**src/rtl/wav_dfi_hs_pkg.sv**
```systemverilog
// Shared types and constants for the DFI handshake monitor.
// Error bit indices match the err_vec layout seen by software and benches.
package wav_dfi_hs_pkg;

  typedef enum logic [1:0] {IDLE, WAIT, ACKED, REL} ch_state_e;

  localparam int N_ERR           = 10;
  localparam int ERR_TO_LP_CTRL  = 0;
  localparam int ERR_TO_LP_DATA  = 1;
  localparam int ERR_TO_PHYUPD   = 2;
  localparam int ERR_TO_CTRLUPD  = 3;
  localparam int ERR_REL_TIMEOUT = 4;
  localparam int ERR_PROTO       = 5;
  localparam int ERR_UPD_MSTR    = 6;
  localparam int ERR_INIT        = 7;
  localparam int ERR_ADDR_BUSY   = 8;
  localparam int ERR_LP_DATA_EN  = 9;

  // Address pattern treated as a non-idle command on the DFI bus.
  localparam int unsigned NONIDLE_ADDR = 1;

  function automatic logic [3:0] lowest_set(input logic [N_ERR-1:0] v);
    lowest_set = '0;
    for (int i = N_ERR - 1; i >= 0; i--)
      if (v[i]) lowest_set = 4'(i);
  endfunction

endpackage

```
**src/rtl/wav_dfi_hs_channel.sv**
```systemverilog
// One req/ack handshake tracker: IDLE -> WAIT -> ACKED -> REL -> IDLE.
// Violation outputs are combinational pulses for the current cycle; the top registers them.
module wav_dfi_hs_channel
  import wav_dfi_hs_pkg::*;
#(
  parameter int TIMEOUT    = 8,
  parameter int REL_LIMIT  = 8,
  parameter bit ABANDON_OK = 1'b0,
  parameter bit STRICT_REL = 1'b0
) (
  input  logic clock,
  input  logic reset,
  input  logic req,
  input  logic ack,
  output logic timeout,
  output logic rel_timeout,
  output logic proto_err,
  output logic busy
);

  localparam int LIMIT = (TIMEOUT > REL_LIMIT) ? TIMEOUT : REL_LIMIT;
  localparam int CW    = $clog2(LIMIT + 1);

  ch_state_e     state;
  logic [CW-1:0] cnt;
  logic          req_q;
  logic          req_rise;

  assign req_rise = req & ~req_q;
  assign busy     = (state != IDLE);

  // NOTE: sequential state uses non-blocking assignments so every register
  // samples pre-edge values regardless of statement order.
  always_ff @(posedge clock or negedge reset) begin
    if (!reset) begin
      state <= IDLE;
      cnt   <= '0;
      req_q <= 1'b0;
    end else begin
      req_q <= req;
      case (state)
        IDLE: if (req_rise) begin
          state <= ack ? ACKED : WAIT;
          cnt   <= '0;
        end
        WAIT: begin
          if (ack)                         state <= ACKED;
          else if (!req)                   state <= IDLE;
          else if (cnt != CW'(TIMEOUT))    cnt   <= cnt + 1'b1;
        end
        ACKED: begin
          if (!req) begin
            state <= REL;
            cnt   <= '0;
          end else if (!ack) begin
            state <= IDLE;
          end
        end
        REL: begin
          if (!ack)                                         state <= IDLE;
          else if (!STRICT_REL && (cnt != CW'(REL_LIMIT)))  cnt   <= cnt + 1'b1;
        end
        default: state <= IDLE;
      endcase
    end
  end

  // NOTE: every output gets a default first so no path leaves one unassigned
  // (which would infer a latch).
  always_comb begin
    timeout     = 1'b0;
    rel_timeout = 1'b0;
    proto_err   = 1'b0;
    case (state)
      IDLE:  proto_err = ack & ~req_rise;
      WAIT: begin
        timeout   = req & ~ack & (cnt == CW'(TIMEOUT));
        proto_err = ~req & ~ack & ~ABANDON_OK;
      end
      ACKED: proto_err = req & ~ack;
      REL:   rel_timeout = ack & (STRICT_REL | (cnt == CW'(REL_LIMIT)));
      default: ;
    endcase
  end

endmodule

```
**src/rtl/wav_dfi_hs_monitor.sv**
```systemverilog
// DFI handshake monitor: four channel trackers plus bus-idle rules,
// folded into sticky flags, a first-error index and a saturating count.
module wav_dfi_hs_monitor
  import wav_dfi_hs_pkg::*;
#(
  parameter int NUM_PHASES   = 4,
  parameter int ADDR_W       = 14,
  parameter int TLP_RESP     = 8,
  parameter int TLP_REL      = 8,
  parameter int TPHYUPD_RESP = 16,
  parameter int TCTRLUPD_MAX = 32,
  parameter int CNT_W        = 8
) (
  input  logic                         clock,
  input  logic                         reset,
  input  logic                         clr,
  input  logic                         lp_ctrl_req,
  input  logic                         lp_ctrl_ack,
  input  logic                         lp_data_req,
  input  logic                         lp_data_ack,
  input  logic                         phyupd_req,
  input  logic                         phyupd_ack,
  input  logic                         ctrlupd_req,
  input  logic                         ctrlupd_ack,
  input  logic                         phymstr_ack,
  input  logic                         init_start,
  input  logic [NUM_PHASES*ADDR_W-1:0] address,
  input  logic [NUM_PHASES-1:0]        wrdata_en,
  input  logic [NUM_PHASES-1:0]        rddata_en,
  output logic [N_ERR-1:0]             err_vec,
  output logic [3:0]                   err_first,
  output logic [CNT_W-1:0]             err_count,
  output logic [3:0]                   ch_busy
);

  logic [3:0]       to, rto, perr;
  logic             addr_cmd;
  logic [N_ERR-1:0] viol;
  logic             any_viol;

  // Low-power channels may abandon a request; update channels must release promptly.
  wav_dfi_hs_channel #(.TIMEOUT(TLP_RESP), .REL_LIMIT(TLP_REL), .ABANDON_OK(1'b1), .STRICT_REL(1'b0))
    u_lp_ctrl (.clock, .reset, .req(lp_ctrl_req), .ack(lp_ctrl_ack),
               .timeout(to[0]), .rel_timeout(rto[0]), .proto_err(perr[0]), .busy(ch_busy[0]));
  wav_dfi_hs_channel #(.TIMEOUT(TLP_RESP), .REL_LIMIT(TLP_REL), .ABANDON_OK(1'b1), .STRICT_REL(1'b0))
    u_lp_data (.clock, .reset, .req(lp_data_req), .ack(lp_data_ack),
               .timeout(to[1]), .rel_timeout(rto[1]), .proto_err(perr[1]), .busy(ch_busy[1]));
  wav_dfi_hs_channel #(.TIMEOUT(TPHYUPD_RESP), .REL_LIMIT(1), .ABANDON_OK(1'b0), .STRICT_REL(1'b1))
    u_phyupd (.clock, .reset, .req(phyupd_req), .ack(phyupd_ack),
              .timeout(to[2]), .rel_timeout(rto[2]), .proto_err(perr[2]), .busy(ch_busy[2]));
  wav_dfi_hs_channel #(.TIMEOUT(TCTRLUPD_MAX), .REL_LIMIT(1), .ABANDON_OK(1'b0), .STRICT_REL(1'b1))
    u_ctrlupd (.clock, .reset, .req(ctrlupd_req), .ack(ctrlupd_ack),
               .timeout(to[3]), .rel_timeout(rto[3]), .proto_err(perr[3]), .busy(ch_busy[3]));

  always_comb begin
    addr_cmd = 1'b0;
    for (int p = 0; p < NUM_PHASES; p++)
      if (address[p*ADDR_W +: ADDR_W] == ADDR_W'(NONIDLE_ADDR)) addr_cmd = 1'b1;
  end

  always_comb begin
    viol                  = '0;
    viol[ERR_TO_LP_CTRL]  = to[0];
    viol[ERR_TO_LP_DATA]  = to[1];
    viol[ERR_TO_PHYUPD]   = to[2];
    viol[ERR_TO_CTRLUPD]  = to[3];
    viol[ERR_REL_TIMEOUT] = |rto;
    viol[ERR_PROTO]       = |perr;
    viol[ERR_UPD_MSTR]    = phyupd_ack & phymstr_ack;
    viol[ERR_INIT]        = init_start & (ctrlupd_req | lp_ctrl_req | lp_data_req |
                                          phyupd_ack | phymstr_ack);
    viol[ERR_ADDR_BUSY]   = (phyupd_ack | ctrlupd_ack | lp_ctrl_req) & addr_cmd;
    viol[ERR_LP_DATA_EN]  = lp_data_req & (|(wrdata_en | rddata_en));
  end

  assign any_viol = |viol;

  // A violation in the clr cycle survives the clear; err_first restarts from it.
  always_ff @(posedge clock or negedge reset) begin
    if (!reset) begin
      err_vec   <= '0;
      err_first <= '0;
      err_count <= '0;
    end else if (clr) begin
      err_vec   <= viol;
      err_first <= any_viol ? lowest_set(viol) : 4'd0;
      err_count <= any_viol ? CNT_W'(1) : '0;
    end else begin
      err_vec <= err_vec | viol;
      if (any_viol && (err_vec == '0)) err_first <= lowest_set(viol);
      if (any_viol && (err_count != '1)) err_count <= err_count + 1'b1;
    end
  end

endmodule

```
**config.mk**
```make
export PLATFORM = sky130hd
export DESIGN_NAME = wav_dfi_hs_monitor
export DESIGN_NICKNAME = d
export VERILOG_FILES = /design/src/rtl/wav_dfi_hs_pkg.sv /design/src/rtl/wav_dfi_hs_channel.sv /design/src/rtl/wav_dfi_hs_monitor.sv
export SDC_FILE = /design/constraint.sdc
export NUM_CORES = 1
export LEC_CHECK = 0
export BUFFER_PORTS_ARGS = -buffer_cell sky130_fd_sc_hd__buf_4
export CORE_MARGIN = 10
export CORE_UTILIZATION = 28
export CTS_BUF_LIST = sky130_fd_sc_hd__clkbuf_8
export CTS_CLUSTER_DIAMETER = 100
export DETAILED_ROUTE_END_ITERATION = 7
export GPL_TIMING_DRIVEN = 0
export PLACE_DENSITY_LB_ADDON = 0.05
export SLEW_MARGIN = 20
export SYNTH_ARGS = -nofsm -noshare
export SYNTH_HDL_FRONTEND = slang
export SYNTH_SLANG_ARGS = --single-unit
```
**constraint.sdc**
```tcl
create_clock -name clock -period 6.2 [get_ports clock]
set_input_delay 0.93 -clock clock [delete_from_list [all_inputs] [get_ports clock]]
set_output_delay 0.93 -clock clock [all_outputs]
set_load 0.005 [all_outputs]
```
==> impl_table.tex <==
\begin{tabular}{lr}
\hline
Metric & Value \\
\hline
\multicolumn{2}{l}{\textbf{Outcome}} \\
Outcome & completed \\
\multicolumn{2}{l}{\textbf{Power}} \\
IR drop worst, VDD & 0.000108 V \\
Internal & 0.747 mW \\
Portion of total power attributed to the clock network & 20.2\% \\
Sequential cell fraction of total power & 41.2\% \\
Switching power as a share of total power & 37.0\% \\
Power Dens Cells & 285 nW/um\^{}2 \\
Switching Power & 0.438 mW \\
Combinational power share & 38.6\% \\
Leakage power & 1.91 nW \\
\multicolumn{2}{l}{\textbf{CTS}} \\
Num CTS Buffers & 5 \\
Clock sinks & 53 \\
Clock H-tree levels & 2 \\
Clock insertion delay at the later pin of the skew report & 0.32 ns \\
Hold\_buf cts & 0 \\
Cell chosen for the clock root & sky130\_fd\_sc\_hd\_\_clkbuf\_8 \\
Clock tree from TritonCTS & yes \\
Clock transition at the register clock pins on the worst setup and hold paths after CTS & 0.10 ns \\
CTS Buffer Depth & 2 \\
Number of buffers inserted to repair setup after CTS & 0 \\
Quantity of gates resized following cts & 0 \\
\multicolumn{2}{l}{\textbf{Critical path}} \\
Endpoint arrival time on the critical path & 3.13 ns \\
Biggest fanout along the worst timing path & 10 \\
Required arrival time at the worst endpoint & 6.40 ns \\
Setup CP Type & primary input to flop \\
Category of the worst setup path launch point & primary input \\
Kind of capture point of the worst setup path & flop \\
\multicolumn{2}{l}{\textbf{GRT}} \\
Number of global-route vias before repair & 2962 \\
Total Routing Usage GR & 11.8\% \\
Global-route wire length before repair & 15600 um \\
Number of antenna violations at the first check in global routing & 0 \\
Total gr overflow & 0 \\
Pin count of the biggest net entering global routing & 54 \\
\multicolumn{2}{l}{\textbf{STA}} \\
Unrepaired setup endpoints after global routing & no \\
Max\_slew headroom & 51.3\% \\
Aggregate negative setup slack & 0 ns \\
Post-route clock period utilization & 47.3\% \\
Minimum period implied by the final worst setup slack & 2.93 ns \\
Number of failing setup endpoints in the final timing report & 0 \\
Slew of the pin with the lowest slew margin & 0.730 ns \\
Achievable frequency & 341 MHz \\
Number of slew-limit violations in the final report & 0 \\
Hold Fails Final Rpt & 0 \\
Worst clock skew & 0.0102 ns \\
\multicolumn{2}{l}{\textbf{Cells and area}} \\
Signed area change from the synthesized netlist to the final layout & 33.2\% \\
Count of filler cells inserted in the layout & 1123 \\
Fraction of final layout cells with drive strength greater than 1 & 25.9\% \\
Utilization of the core after routing & 38.2\% \\
Diodes inserted & 0 \\
Nets & 553 \\
\multicolumn{2}{l}{\textbf{Placed design}} \\
Routability-driven placement congestion ratio & 0.774 \\
DP HPWL & 7650 um \\
Port Buffers & 101 \\
\multicolumn{2}{l}{\textbf{Die}} \\
Die width & 126 um \\
Floorplan die height & 126 um \\
Number of top-level pins & 103 \\
Core Box Area & 10900 um\^{}2 \\
Placement row count & 38 \\
Floorplan die area & 15800 um\^{}2 \\
Initial cell density of the core & 28.7\% \\
\multicolumn{2}{l}{\textbf{Drt}} \\
Post-detailed-routing wire length & 9610 um \\
Violation count after the first detailed-route iteration & 223 \\
DR vias & 2961 \\
WL per Instance & 15.8 um \\
DRC violations left & 0 \\
Detailed-route vias per instance & 4.88 \\
Count of antenna-violating nets left after detailed routing & 0 \\
Detailed-routing iteration count for the pre-antenna-repair pass & 4 \\
\multicolumn{2}{l}{\textbf{Yosys}} \\
Post-synthesis mux area share & 0.960\% \\
Count of cell types in the netlist & 51 \\
Share of flip-flops with an asynchronous set or reset after synthesis & 100\% \\
Number of synthesized flops with an enable pin & 0 \\
Synthesized area per cell & 8.71 um\^{}2 \\
Synthesized-area fraction occupied by ao, oa, aoi and oai cells & 20.6\% \\
Sequential-to-total area share from yosys stat & 42.4\% \\
Share of Yosys cell area claimed by the top area cell type & 42.4\% \\
Top cells by area in the synthesized netlist & sky130\_fd\_sc\_hd\_\_dfrtp\_1, sky130\_fd\_sc\_hd\_\_o21ai\_0, sky130\_fd\_sc\_hd\_\_a21oi\_1 \\
Xor and xnor area share after synthesis & 0\% \\
Post-Syn Nets & 445 \\
Synth Warn \# & 0 \\
Share of synthesized cell area in full adder, half adder and majority cells & 3.60\% \\
Cell types with the highest counts after synthesis & sky130\_fd\_sc\_hd\_\_dfrtp\_1, sky130\_fd\_sc\_hd\_\_inv\_1, sky130\_fd\_sc\_hd\_\_nand2\_1, sky130\_fd\_sc\_hd\_\_o21ai\_0 \\
Netlist Area Pre-Place & 3130 um\^{}2 \\
Dominant cell by count in the synthesized netlist & sky130\_fd\_sc\_hd\_\_dfrtp\_1 \\
Leading area contributor after synthesis & sky130\_fd\_sc\_hd\_\_dfrtp\_1 \\
Combinational family with the most area after synthesis & simple AND/OR/NAND/NOR gates \\
\#FFs+latches synth & 53 \\
Simple-gate portion of the synthesized area & 26.3\% \\
Flip-flop cell with the highest count after synthesis & sky130\_fd\_sc\_hd\_\_dfrtp\_1 \\
Synthesized netlist cell count & 359 \\
\multicolumn{2}{l}{\textbf{Worst hold path}} \\
Hold Crit Class & flop to flop \\
\multicolumn{2}{l}{\textbf{Flow run}} \\
Number of maximum-capacitance constraint violations & 0 \\
\hline
\end{tabular}
-- worst paths after layout --
path	cells past startpoint	slack (ns)	end	from
max	10	3.27	err_count[1]	phyupd_ack
min	1	0.48	u_ctrlupd.cnt[5]	u_ctrlupd.cnt[5]
max reg2reg	9	3.61	err_count[1]	u_phyupd.state[1]
min reg2reg	1	0.48	u_ctrlupd.cnt[5]	u_ctrlupd.cnt[5]
max in group asynchronous	1	5.05	u_ctrlupd.cnt[0]	reset
min in group asynchronous	1	0.66	err_count[2]	reset
-- logic make-up after synthesis --
| logic type | Yosys count |
|---|---|
| adders and majority gates | 9 |
| and+or+nand+nor | 150 |
| DFF | 53 |
| buffers and inverters | 43 |
| muxes | 3 |
| AOI/OAI and AO/OA | 101 |
-- registers in the layout, summed over array words and instances, names as in the netlist, 2 cells and up --
name,flops
u_lp_ctrl.cnt,4
u_lp_ctrl.state,2
err_count,8
u_ctrlupd.state,2
err_first,4
err_vec,10
u_lp_data.state,2
u_lp_data.cnt,4
u_phyupd.cnt,5
u_phyupd.state,2
u_ctrlupd.cnt,6
-- cell type report --
class / count / area, um^2 / share of cell area (%)
repair buffers: 101 / 758 / 18.2
flip-flops and latches: 53 / 1330 / 31.9
inverters: 29 / 109 / 2.61
well taps: 140 / 175 / 4.21
clock inverters: 2 / 35.0 / 0.841
clock buffers: 5 / 68.8 / 1.65
multi-input cells: 263 / 1610 / 38.7
plain buffers: 14 / 81.3 / 1.95
-- cells in the final DEF, fill, tap and decap left out, drive strengths merged, types with 3 or more instances in the layout --
cell	count
a21o	7
a21oi	24
a22o	5
a32o	3
and2	3
and3	3
buf	110
clkbuf	10
dfrtp	53
ha	9
inv	29
mux2i	3
nand2	29
nand2b	15
nand3	15
nand4	10
nor2	24
nor2b	13
nor3	6
nor4	11
nor4b	5
o21ai	35
o31ai	7
or3	5
-- stage by stage --
step	setup slack, ns	area (um^2)	hold slack, ns	total power, mW	std cells
floorplan	3.46	3130	0.439	0.768	359
global placement	2.86	4060	0.464	0.955	600
detailed placement	2.87	4060	0.465	0.960	600
CTS	3.19	4160	0.484	1.20	607
global route	3.04	4160	0.492	1.29	607
finish	3.27	4160	0.476	1.19	607
-- power by group through the flow --
stage          Combinational [mW]  Sequential (mW)  Clock (mW)
2_1_floorplan               0.288            0.480           0
3_5_place_dp                0.464            0.496           0
5_1_grt                     0.531            0.503       0.260
3_3_place_gp                0.460            0.495           0
4_1_cts                     0.466            0.489       0.248
6_report                    0.457            0.489       0.239
-- routing by layer --
metal	global-route usage (%)	part of all wire (%)	up-vias
met5	0	0	-
met4	2.24	0.99	0
met3	2.60	3.6	7
met2	20.1	50	46
met1	15.1	45	1395
li1	-	-	1513
-- critical path, stage by stage --
cell	delay, ns
sky130_fd_sc_hd__buf_4	0.12
sky130_fd_sc_hd__buf_2	0.17
sky130_fd_sc_hd__nor2b_1	0.14
sky130_fd_sc_hd__a22o_1	0.21
sky130_fd_sc_hd__a222oi_1	0.40
sky130_fd_sc_hd__nand4_2	0.29
sky130_fd_sc_hd__o31ai_4	0.41
sky130_fd_sc_hd__buf_6	0.20
sky130_fd_sc_hd__mux2i_1	0.19
sky130_fd_sc_hd__nor2_1	0.05
(Power assumes the default switching activity.)
